[config.mk]
export PLATFORM = sky130hd
export DESIGN_NAME = parking_slot_allocator_flat
export DESIGN_NICKNAME = d
export VERILOG_FILES = /design/src/rtl/parking_pkg.sv /design/src/rtl/parking_slot_allocator_if.sv /design/src/rtl/slot_stay_timer.sv /design/src/rtl/parking_slot_allocator.sv /design/src/flat_wrapper.sv
export SDC_FILE = /design/constraint.sdc
export NUM_CORES = 1
export LEC_CHECK = 0
export BUFFER_PORTS_ARGS = -buffer_cell sky130_fd_sc_hd__buf_2
export CORE_MARGIN = 2
export CORE_UTILIZATION = 56
export CTS_CLUSTER_DIAMETER = 100
export DETAILED_ROUTE_END_ITERATION = 8
export PLACE_DENSITY_LB_ADDON = 0.12
export SLEW_MARGIN = 20
export SYNTH_ARGS = -nofsm -noshare
export SYNTH_HDL_FRONTEND = slang
export SYNTH_SLANG_ARGS = --single-unit
export TNS_END_PERCENT = 5
[constraint.sdc]
create_clock -name clk -period 2.9 [get_ports clk]
set_clock_uncertainty 0.15 [all_clocks]
set_input_delay 0 -clock clk [delete_from_list [all_inputs] [get_ports clk]]
set_output_delay 0 -clock clk [all_outputs]
set_load 0.05 [all_outputs]
[src/rtl/parking_pkg.sv]
// rtl/parking_pkg.sv - shared FSM encodings, stay-timer width and occupancy popcount
package parking_pkg;

  localparam logic [1:0] IDLE  = 2'd0;
  localparam logic [1:0] ALLOC = 2'd1;
  localparam logic [1:0] GATE  = 2'd2;

  localparam int STAY_W = 4;

  // Occupancy vectors are zero-padded to four bays before counting.
  function automatic logic [2:0] popcount(input logic [3:0] v);
    logic [2:0] c;
    c = '0;
    for (int i = 0; i < 4; i++) begin
      c = c + 3'(v[i]);
    end
    return c;
  endfunction

endpackage

[src/rtl/parking_slot_allocator_if.sv]
// rtl/parking_slot_allocator_if.sv - entry-gate sensor inputs and bay status outputs
interface parking_slot_allocator_if
  import parking_pkg::*;
#(
  parameter int NUM_SLOTS = 3
);

  logic                        arrive;
  logic [NUM_SLOTS-1:0]        depart;
  logic                        gate_open;
  logic                        green;
  logic                        reject;
  logic                        assign_valid;
  logic [1:0]                  assign_slot;
  logic [NUM_SLOTS-1:0]        occupied;
  logic [2:0]                  num_empty;
  logic [STAY_W*NUM_SLOTS-1:0] stay_sec;
  logic [NUM_SLOTS-1:0]        overstay;

  modport master (
    output arrive, depart,
    input  gate_open, green, reject, assign_valid, assign_slot,
    input  occupied, num_empty, stay_sec, overstay
  );

  modport slave (
    input  arrive, depart,
    output gate_open, green, reject, assign_valid, assign_slot,
    output occupied, num_empty, stay_sec, overstay
  );

endinterface

[src/rtl/slot_stay_timer.sv]
// rtl/slot_stay_timer.sv - per-bay stay seconds counter, saturating, with overstay flag
module slot_stay_timer
  import parking_pkg::*;
#(
  parameter int MAX_STAY_SEC = 9
) (
  input  logic              clk,
  input  logic              reset,
  input  logic              tick,
  input  logic              occupied,
  input  logic              clear,
  output logic [STAY_W-1:0] stay_sec,
  output logic              overstay
);

  logic [STAY_W-1:0] stay_q, stay_d;

  always_comb begin
    stay_d = stay_q;
    if (clear) begin
      stay_d = '0;
    end else if (occupied && tick && (stay_q != '1)) begin
      stay_d = stay_q + 1'b1;
    end
  end

  always_ff @(posedge clk) begin
    if (reset) begin
      stay_q <= '0;
    end else begin
      stay_q <= stay_d;
    end
  end

  assign stay_sec = stay_q;
  assign overstay = (32'(stay_q) >= MAX_STAY_SEC);

endmodule

[src/rtl/parking_slot_allocator.sv]
// rtl/parking_slot_allocator.sv - entry-gate bay allocator, gate sequencer and occupancy tracker
// PARK_ROUND_ROBIN_EN: rotating search start; undefined gives lowest-free-bay priority.
module parking_slot_allocator
  import parking_pkg::*;
#(
  parameter int NUM_SLOTS     = 3,
  parameter int MAX_STAY_SEC  = 9,
  parameter int GATE_OPEN_SEC = 3
) (
  input logic                     clk,
  input logic                     reset,
  input logic                     tick,
  parking_slot_allocator_if.slave bus
);

  localparam int CNT_W = $clog2(GATE_OPEN_SEC + 1);

  logic [1:0]           state_q, state_d;
  logic                 arrive_q, arrive_d;
  logic                 pending_q, pending_d;
  logic [CNT_W-1:0]     gate_cnt_q, gate_cnt_d;
  logic [NUM_SLOTS-1:0] occupied_q, occupied_d;
  logic [3:0]           occ_pad;
  logic                 arrive_edge;
  logic                 free_found;
  logic [1:0]           free_slot;
  logic                 alloc_fire;
  logic [2:0]           num_empty;

`ifdef PARK_ROUND_ROBIN_EN
  logic [1:0] rr_ptr_q, rr_ptr_d;
  int         rr_idx;
`endif

  assign occ_pad     = 4'(occupied_q);
  assign arrive_edge = bus.arrive & ~arrive_q;
  assign num_empty   = 3'(NUM_SLOTS) - popcount(occ_pad);

  // Search uses registered occupancy, so a bay departing this cycle is not handed out yet.
  always_comb begin
    free_found = 1'b0;
    free_slot  = 2'd0;
`ifdef PARK_ROUND_ROBIN_EN
    rr_idx = 0;
    for (int k = 0; k < NUM_SLOTS; k++) begin
      rr_idx = int'(rr_ptr_q) + k;
      if (rr_idx >= NUM_SLOTS) rr_idx = rr_idx - NUM_SLOTS;
      if (!free_found && !occ_pad[rr_idx[1:0]]) begin
        free_found = 1'b1;
        free_slot  = rr_idx[1:0];
      end
    end
`else
    for (int i = 0; i < NUM_SLOTS; i++) begin
      if (!free_found && !occ_pad[2'(i)]) begin
        free_found = 1'b1;
        free_slot  = 2'(i);
      end
    end
`endif
  end

  always_ff @(posedge clk) begin
    if (reset) begin
      state_q <= IDLE;
    end else begin
      state_q <= state_d;
    end
  end

  always_comb begin
    state_d = state_q;
    case (state_q)
      IDLE:    if (pending_q) state_d = ALLOC;
      ALLOC:   state_d = free_found ? GATE : IDLE;
      GATE:    if (tick && (gate_cnt_q == CNT_W'(1))) state_d = IDLE;
      default: state_d = IDLE;
    endcase
  end

  always_comb begin
    alloc_fire       = (state_q == ALLOC) & free_found;
    bus.gate_open    = (state_q == GATE);
    bus.assign_valid = alloc_fire;
    bus.assign_slot  = alloc_fire ? free_slot : 2'd0;
    bus.reject       = (state_q == ALLOC) & ~free_found;
    bus.green        = (state_q == IDLE) & (num_empty != 3'd0) & ~pending_q;
  end

  // An edge arriving while one is already pending (which includes all of ALLOC) is dropped.
  always_comb begin
    arrive_d  = bus.arrive;
    pending_d = pending_q;
    if (state_q == ALLOC) begin
      pending_d = 1'b0;
    end else if (arrive_edge) begin
      pending_d = 1'b1;
    end

    gate_cnt_d = gate_cnt_q;
    if (state_q == ALLOC) begin
      gate_cnt_d = CNT_W'(GATE_OPEN_SEC);
    end else if ((state_q == GATE) && tick) begin
      gate_cnt_d = gate_cnt_q - 1'b1;
    end

    occupied_d = occupied_q & ~bus.depart;
    if (alloc_fire) begin
      occupied_d = occupied_d | (NUM_SLOTS'(1) << free_slot);
    end

`ifdef PARK_ROUND_ROBIN_EN
    rr_ptr_d = rr_ptr_q;
    if (alloc_fire) begin
      rr_ptr_d = ((int'(free_slot) + 1) >= NUM_SLOTS) ? 2'd0 : free_slot + 2'd1;
    end
`endif
  end

  always_ff @(posedge clk) begin
    if (reset) begin
      arrive_q   <= 1'b0;
      pending_q  <= 1'b0;
      gate_cnt_q <= '0;
      occupied_q <= '0;
`ifdef PARK_ROUND_ROBIN_EN
      rr_ptr_q   <= 2'd0;
`endif
    end else begin
      arrive_q   <= arrive_d;
      pending_q  <= pending_d;
      gate_cnt_q <= gate_cnt_d;
      occupied_q <= occupied_d;
`ifdef PARK_ROUND_ROBIN_EN
      rr_ptr_q   <= rr_ptr_d;
`endif
    end
  end

  logic [STAY_W*NUM_SLOTS-1:0] stay_all;
  logic [NUM_SLOTS-1:0]        over_all;

  for (genvar i = 0; i < NUM_SLOTS; i++) begin : g_bay
    slot_stay_timer #(
      .MAX_STAY_SEC(MAX_STAY_SEC)
    ) u_timer (
      .clk      (clk),
      .reset    (reset),
      .tick     (tick),
      .occupied (occupied_q[i]),
      .clear    (bus.depart[i] & occupied_q[i]),
      .stay_sec (stay_all[STAY_W*i +: STAY_W]),
      .overstay (over_all[i])
    );
  end

  assign bus.occupied  = occupied_q;
  assign bus.num_empty = num_empty;
  assign bus.stay_sec  = stay_all;
  assign bus.overstay  = over_all;

endmodule

[src/flat_wrapper.sv]
// flat-port wrapper written by rule: the top's interface ports become plain ports
module parking_slot_allocator_flat import parking_pkg::*;
#(
  parameter int NUM_SLOTS     = 3,
  parameter int MAX_STAY_SEC  = 9,
  parameter int GATE_OPEN_SEC = 3
)
  (clk, reset, tick, bus_arrive, bus_depart, bus_gate_open, bus_green, bus_reject, bus_assign_valid, bus_assign_slot, bus_occupied, bus_num_empty, bus_stay_sec, bus_overstay);
  parking_slot_allocator_if #(.NUM_SLOTS(NUM_SLOTS)) bus_i ();
  input logic clk;
  input logic reset;
  input logic tick;
  input wire logic [$bits(bus_i.arrive)-1:0] bus_arrive;
  input wire logic [$bits(bus_i.depart)-1:0] bus_depart;
  output wire logic [$bits(bus_i.gate_open)-1:0] bus_gate_open;
  output wire logic [$bits(bus_i.green)-1:0] bus_green;
  output wire logic [$bits(bus_i.reject)-1:0] bus_reject;
  output wire logic [$bits(bus_i.assign_valid)-1:0] bus_assign_valid;
  output wire logic [$bits(bus_i.assign_slot)-1:0] bus_assign_slot;
  output wire logic [$bits(bus_i.occupied)-1:0] bus_occupied;
  output wire logic [$bits(bus_i.num_empty)-1:0] bus_num_empty;
  output wire logic [$bits(bus_i.stay_sec)-1:0] bus_stay_sec;
  output wire logic [$bits(bus_i.overstay)-1:0] bus_overstay;
  assign bus_i.arrive = bus_arrive;
  assign bus_i.depart = bus_depart;
  assign bus_gate_open = bus_i.gate_open;
  assign bus_green = bus_i.green;
  assign bus_reject = bus_i.reject;
  assign bus_assign_valid = bus_i.assign_valid;
  assign bus_assign_slot = bus_i.assign_slot;
  assign bus_occupied = bus_i.occupied;
  assign bus_num_empty = bus_i.num_empty;
  assign bus_stay_sec = bus_i.stay_sec;
  assign bus_overstay = bus_i.overstay;
  parking_slot_allocator #(.NUM_SLOTS(NUM_SLOTS), .MAX_STAY_SEC(MAX_STAY_SEC), .GATE_OPEN_SEC(GATE_OPEN_SEC)) u_core (.clk(clk), .reset(reset), .tick(tick), .bus(bus_i));
endmodule
Word level (Yosys, flattened, before mapping)
Cells that the tools add are included.

Register bits: 21. Bits in latches: 0. Memory bits (writable): 0. Memory bits (read-only): 0. Input port bits: 7. Output and inout port bits: 27. Logic and storage cells: 70. Memories: 0.

Add/sub/neg operators: 7. Multipliers: 0. Div/mod/pow operators: 0. Order comparisons: 3. Equal/unequal tests: 8. Shift operators: 1. Mux-type cells: 11. Bitwise logic cells: 14. Reductions and logical operators: 18.

Operators with widths (count): adder 4 x 1 -> 4 bit (second input constant) (3); >= comparator 4 bit (second input constant) (3); != test 4 bit (second input constant) (3); 2-to-1 mux 2 bit (5); logical AND 1 bit (9); bitwise AND 1 bit (8); OR reduction 2 bit (4); one-hot mux 2 bit (3 select lines) (1); == test 2 x 1 -> 1 bit (second input constant) (2); 2-to-1 mux 1 bit (4); != test 2 x 1 -> 1 bit (second input constant) (2); adder 3 x 1 -> 3 bit (1); bitwise AND 3 bit (1); 2-to-1 mux 3 bit (1); NOT 1 bit (3); NOT 3 bit (1); bitwise OR 3 bit (1); nonzero test 3 bit (1); << shifter 1 x 1 -> 3 bit (first input constant) (1); subtractor 2 x 3 -> 3 bit (first input constant) (1); adder 1 x 1 -> 2 bit (1); == test 2 bit (second input constant) (1); zero test 2 bit (1); AND reduction 2 bit (1); other kinds (3) (3).

Logic depth before layout (Yosys ltp)
Word-level depth: 6. Mapped depth: 6. Depth with buffers taken out: 6.

Cells and area by module
From an unflattened synthesis, not the netlist that was laid out.

Cells, all modules: 137. Area, all modules: 1261.2 um^2.

By module, submodules not included: slot_stay_timer (instances 3, cells each 28, area an instance 259.0 um^2, sequential area each 80.1 um^2); parking_slot_allocator (instances 1, cells each 53, area an instance 484.2 um^2, sequential area each 180.2 um^2).

Least setup slack after synthesis
OpenSTA, ideal clock, no wires.

Kind: register to output. Start point: register u_core.occupied_q[1], in the netlist u_core.bus.occupied[1]. End point: output port bus_green. Data arrival time: 1984 ps. Data required time: 2750 ps. Path slack: 766 ps. Cell stages (with the launch flop): 7. Buffers on the path: 0. Cell sequence: dfxtp_1 -> inv_1 -> ha_1 -> inv_1 -> ha_1 -> ha_1 -> o31a_1.

Longest elaborated chain between the ends: 6.

Ends and longest elaborated chain: start: declaration (line parking_slot_allocator.sv:22) `logic [NUM_SLOTS-1:0] occupied_q, occupied_d;`; start signal: assignment (line parking_slot_allocator.sv:133) `occupied_q <= occupied_d;`; adder 1 x 1 -> 2 bit (line parking_pkg.sv:15) `c = c + 3'(v[i]);`; adder 3 x 1 -> 3 bit (line parking_pkg.sv:15); subtractor 2 x 3 -> 3 bit (line parking_slot_allocator.sv:37) `assign num_empty = 3'(NUM_SLOTS) - popcount(occ_pad);`; net bus_num_empty[2] (line flat_wrapper.sv:21) `output wire logic [$bits(bus_i.num_empty)-1:0] bus_num_empty;`; nonzero test 3 bit (line parking_slot_allocator.sv:87) `bus.green = (state_q == IDLE) & (num_empty != 3'd0) & ~pending_q;`; bitwise AND 1 bit (2 in series) (line parking_slot_allocator.sv:87); end: declaration (line flat_wrapper.sv:16) `output wire logic [$bits(bus_i.green)-1:0] bus_green;`.

The timed path passes the listed nets, and every way through them passes these cells.

Worst setup path in the final report
Start point: register u_core.occupied_q[1], in the netlist u_core.bus.occupied[1]. End point: output port bus_green.

Longest elaborated chain between the ends: 6.

Ends and longest elaborated chain (line): adder 1 x 1 -> 2 bit (parking_pkg.sv:15); adder 3 x 1 -> 3 bit (parking_pkg.sv:15); subtractor 2 x 3 -> 3 bit (parking_slot_allocator.sv:37); nonzero test 3 bit (parking_slot_allocator.sv:87); bitwise AND 1 bit (2 in series) (parking_slot_allocator.sv:87).

Every way passes these cells.

==> summary.txt <==
Run status
  • Status: finished clean

Synth
  • Mapped Cells: roughly 150
  • Sequential area share after synthesis: 0.323
  • Synth Cell Area: 1300 µm²
  • Register bit total from synthesis: 21
  • Yosys warns: 0
  • Yosys cell types: 36
  • Post-synthesis net count: 171
  • Average size of a mapped cell: 8.80 µm²

Global routing
  • Number of global-route vias before repair: a little over 1,000
  • Largest net degree at the start of global routing: 16
  • Tot GR Track Use: 0.200
  • First-pass GRT wire length: 4.18 mm
  • Antenna violations before repair: 0
  • Grt total ovfl: 0

Layout
  • Share of cells above drive strength 1: 0.213
  • Final Cell Area: 1540 µm²
  • Synth-to-Final Area Change: 18.2%
  • Final cell count without fillers: 211
  • Post-layout nets: 207
  • # diodes: 0
  • Final Util: 0.696

Detailed routing
  • Drt pass-1 iters: 4
  • Number of remaining DRC errors: 0
  • Drt via density: 5.49
  • Routed wire length: about 2.5 mm
  • WL/cell: 11.9 µm
  • 1st-iter DRT viols: 9
  • Final ANT Viol Nets: 0
  • Via Count: approximately 1,200

CTS
  • Total CTS buffers: 3
  • CTS tree: done
  • Worst-Skew Late Latency: 300 ps
  • Cts hold-fix bufs: 9
  • CTS Sinks: 21
  • Root buffer cell: clkbuf_4
  • Clock transition at path regs: around 120 ps
  • Post-CTS Resized: 0
  • Longest Clk Path Bufs: 2
  • Htree depth: 1
  • Setup repair bufs after CTS: 0

Floorplan
  • Die X-Extent: 52.2 µm
  • Starting Density: 0.589
  • IO Count: 34
  • Die H: about 52 µm
  • Die Area: 2730 µm²
  • Core area: 2210 µm²
  • Site row count: 17

Timing
  • Final worst path period share: 0.774
  • Final setup viols: 0
  • Final hold slack: about 360 ps
  • Setup Total Neg Slack: 0 ps
  • Peak Freq: 445 MHz
  • Clock period minus worst slack: 2250 ps
  • Final Hold Vio Count: 0
  • Slew Limit Fails: 0
  • RSZ-0062 raised after global routing: false

Pwr
  • VDD IR max: ~0.21 mV
  • PD cells: 346 nW/µm²
  • LEAKAGE: around 0.71 nW

Worst setup path
  • CP Max Fanout: 9
  • Capturing point of the worst reg2reg path: u_core.bus.occupied[0]$_SDFF_PP0_
  • CP max stage cell: dfxtp_1
  • Crit end category: output port
  • Crit path depth: 7
  • Setup crit end: bus_green
  • CP cell instances: inv_1 -> ha_1 -> inv_1 -> ha_1 -> ha_1 -> o31a_1 -> buf_2
  • Worst R2R Start: u_core.bus.occupied[1]$_SDFF_PP0_
  • Crit-path max cell delay: 550 ps
  • Startpoint types: flip-flop
  • R2R Setup Slk: 960 ps
  • CP arrival: 2100 ps
  • Worst Path Buf+Inv: 3
  • Worst setup path category: flip-flop to output port
  • Worst Setup SP: u_core.bus.occupied[1]$_SDFF_PP0_
  • Critical Path RT: 2750 ps
  • Worst reg2reg path depth: 5
  • Most frequent CP cell: ha_1
  • CP delay by family, top: adder cells

Placed design
  • Routability cong.: 0.802
  • DP Area: 1420 µm²
  • Port-buffer cells: 32
  • Dpl hpwl: ~1.9 mm
  • Post-Place Cells: ~200

Job
  • Maxcap violations: 0

Hold path
  • HP Class: flip-flop to flip-flop
[where the power goes]
| group | switching [mW] | internal (mW) | total (mW) |
|---|---|---|---|
| combinational | 0.0516 | 0.0315 | 0.0831 |
| clock | 0.0897 | 0.0536 | 0.143 |
| sequential | 0.00957 | 0.296 | 0.306 |
| total | 0.151 | 0.381 | 0.532 |
[metal layers]
| layer | global-route usage | vias up | wire length (µm) |
|---|---|---|---|
| li1 | - | 590 | - |
| met1 | 0.244 | 544 | 1150 |
| met2 | 0.342 | 20 | 1210 |
| met3 | 0.0371 | 4 | 120 |
| met4 | 0.0897 | 0 | 25 |
| met5 | 0 | - | 0 |
[Yosys cell counts]
| cell type | n | area, µm² |
|---|---|---|
| nand2b_1 | 2 | 12.5 |
| and3_1 | 3 | 18.8 |
| a22o_1 | 1 | 8.76 |
| or3_1 | 3 | 18.8 |
| nand3_1 | 3 | 15.0 |
| a21o_1 | 3 | 22.5 |
| a41oi_1 | 3 | 26.3 |
| nor3_1 | 6 | 30.0 |
| mux2i_1 | 1 | 10.0 |
| ha_1 | 15 | 188 |
| nor3b_2 | 1 | 12.5 |
| buf_6 | 1 | 11.3 |
| nor4b_1 | 1 | 8.76 |
| dfxtp_1 | 21 | 420 |
| nor2b_1 | 5 | 31.3 |
| o31a_1 | 1 | 8.76 |
| nor3b_1 | 1 | 7.51 |
| a211oi_1 | 3 | 22.5 |
| o211ai_1 | 3 | 22.5 |
| o31ai_1 | 3 | 22.5 |
| and2_1 | 5 | 31.3 |
| fa_1 | 1 | 20.0 |
| nor2_1 | 6 | 22.5 |
| a2bb2oi_1 | 1 | 8.76 |
| buf_4 | 8 | 60.1 |
| o21ai_0 | 3 | 15.0 |
| inv_1 | 13 | 48.8 |
| nand2_2 | 3 | 18.8 |
| nand2_1 | 5 | 18.8 |
| a21boi_0 | 3 | 22.5 |
| a21oi_1 | 13 | 65.1 |
| a311oi_1 | 2 | 17.5 |
| clkbuf_1 | 1 | 3.75 |
| a221oi_1 | 2 | 17.5 |
| conb_1 | 1 | 3.75 |
| and4b_1 | 1 | 10.0 |
[sequential cells by signal, indices dropped and copies added (netlist names)]
register,flops
u_core.arrive_q,1
u_core.bus.occupied,3
u_core.g_bay.u_timer.stay_sec,12
u_core.gate_cnt_q,2
u_core.pending_q,1
u_core.state_q,2
[cell type report]
type                            count  area (µm²)
Fill cell                         192         673
Sequential cell                    21         420
Tap cell                           28        35.0
Clock buffer                        4        26.3
Inverter                           13        48.8
Multi-Input combinational cell    104         758
Timing Repair Buffer               41         250
[per-stage QoR]
stage / power (mW) / setup slack, ps
global route: 0.559 / 573
finish: 0.532 / 655
detailed placement: 0.387 / 1000
floorplan: 0.372 / 766
global placement: 0.385 / 1090
CTS: 0.537 / 646
[how the worst min path moves through the flow]
stage / startpoint / end / slack, ps / depth (start not counted)
after detailed placement: bus_depart[2] / u_core.bus.occupied[2]$_SDFF_PP0_ / 50 / 2
after CTS: u_core.pending_q$_SDFFE_PP0P_ / u_core.state_q[0]$_SDFFE_PP0P_ / 360 / 1
after global placement: bus_depart[2] / u_core.bus.occupied[2]$_SDFF_PP0_ / 50 / 2
final: u_core.pending_q$_SDFFE_PP0P_ / u_core.state_q[0]$_SDFFE_PP0P_ / 360 / 1
after global routing: u_core.pending_q$_SDFFE_PP0P_ / u_core.state_q[0]$_SDFFE_PP0P_ / 380 / 1
after floorplan: bus_depart[2] / u_core.bus.occupied[2]$_SDFF_PP0_ / -70 / 1
[cells by family after synthesis]
logic type	synth area share
AOI/OAI and AO/OA	0.215
DFF	0.323
buffers and inverters	0.0951
muxes	0.00769
other	0.00288
adders and majority gates	0.159
and+or+nand+nor	0.197
[worst register-to-register path, cell delays in order (launching register included)]
cell and delay [ps]:
dfxtp_1 440, ha_1 260, nor3b_2 290, nand2b_1 90
a21oi_1 110, dlygate4sd3_1 550
[cell usage in the layout, fill, tap and decap left out, types with 2 or more instances in the layout]
cell           netlist  final
a211oi_1             3      3
a21boi_0             3      3
a21o_1               3      3
a21oi_1             13     13
a221oi_1             2      2
a311oi_1             2      2
a41oi_1              3      3
and2_1               5      5
and3_1               3      3
buf_2                0     32
clkbuf_4             0      3
dfxtp_1             21     21
dlygate4sd3_1        0      9
ha_1                15     15
inv_1               13     13
nand2_1              5      5
nand2_2              3      3
nand2b_1             2      2
nand3_1              3      3
nor2_1               6      6
nor2b_1              5      5
nor3_1               6      6
o211ai_1             3      3
o21ai_0              3      3
o31ai_1              3      3
or3_1                3      3
Power figures use the tool's default switching activity.
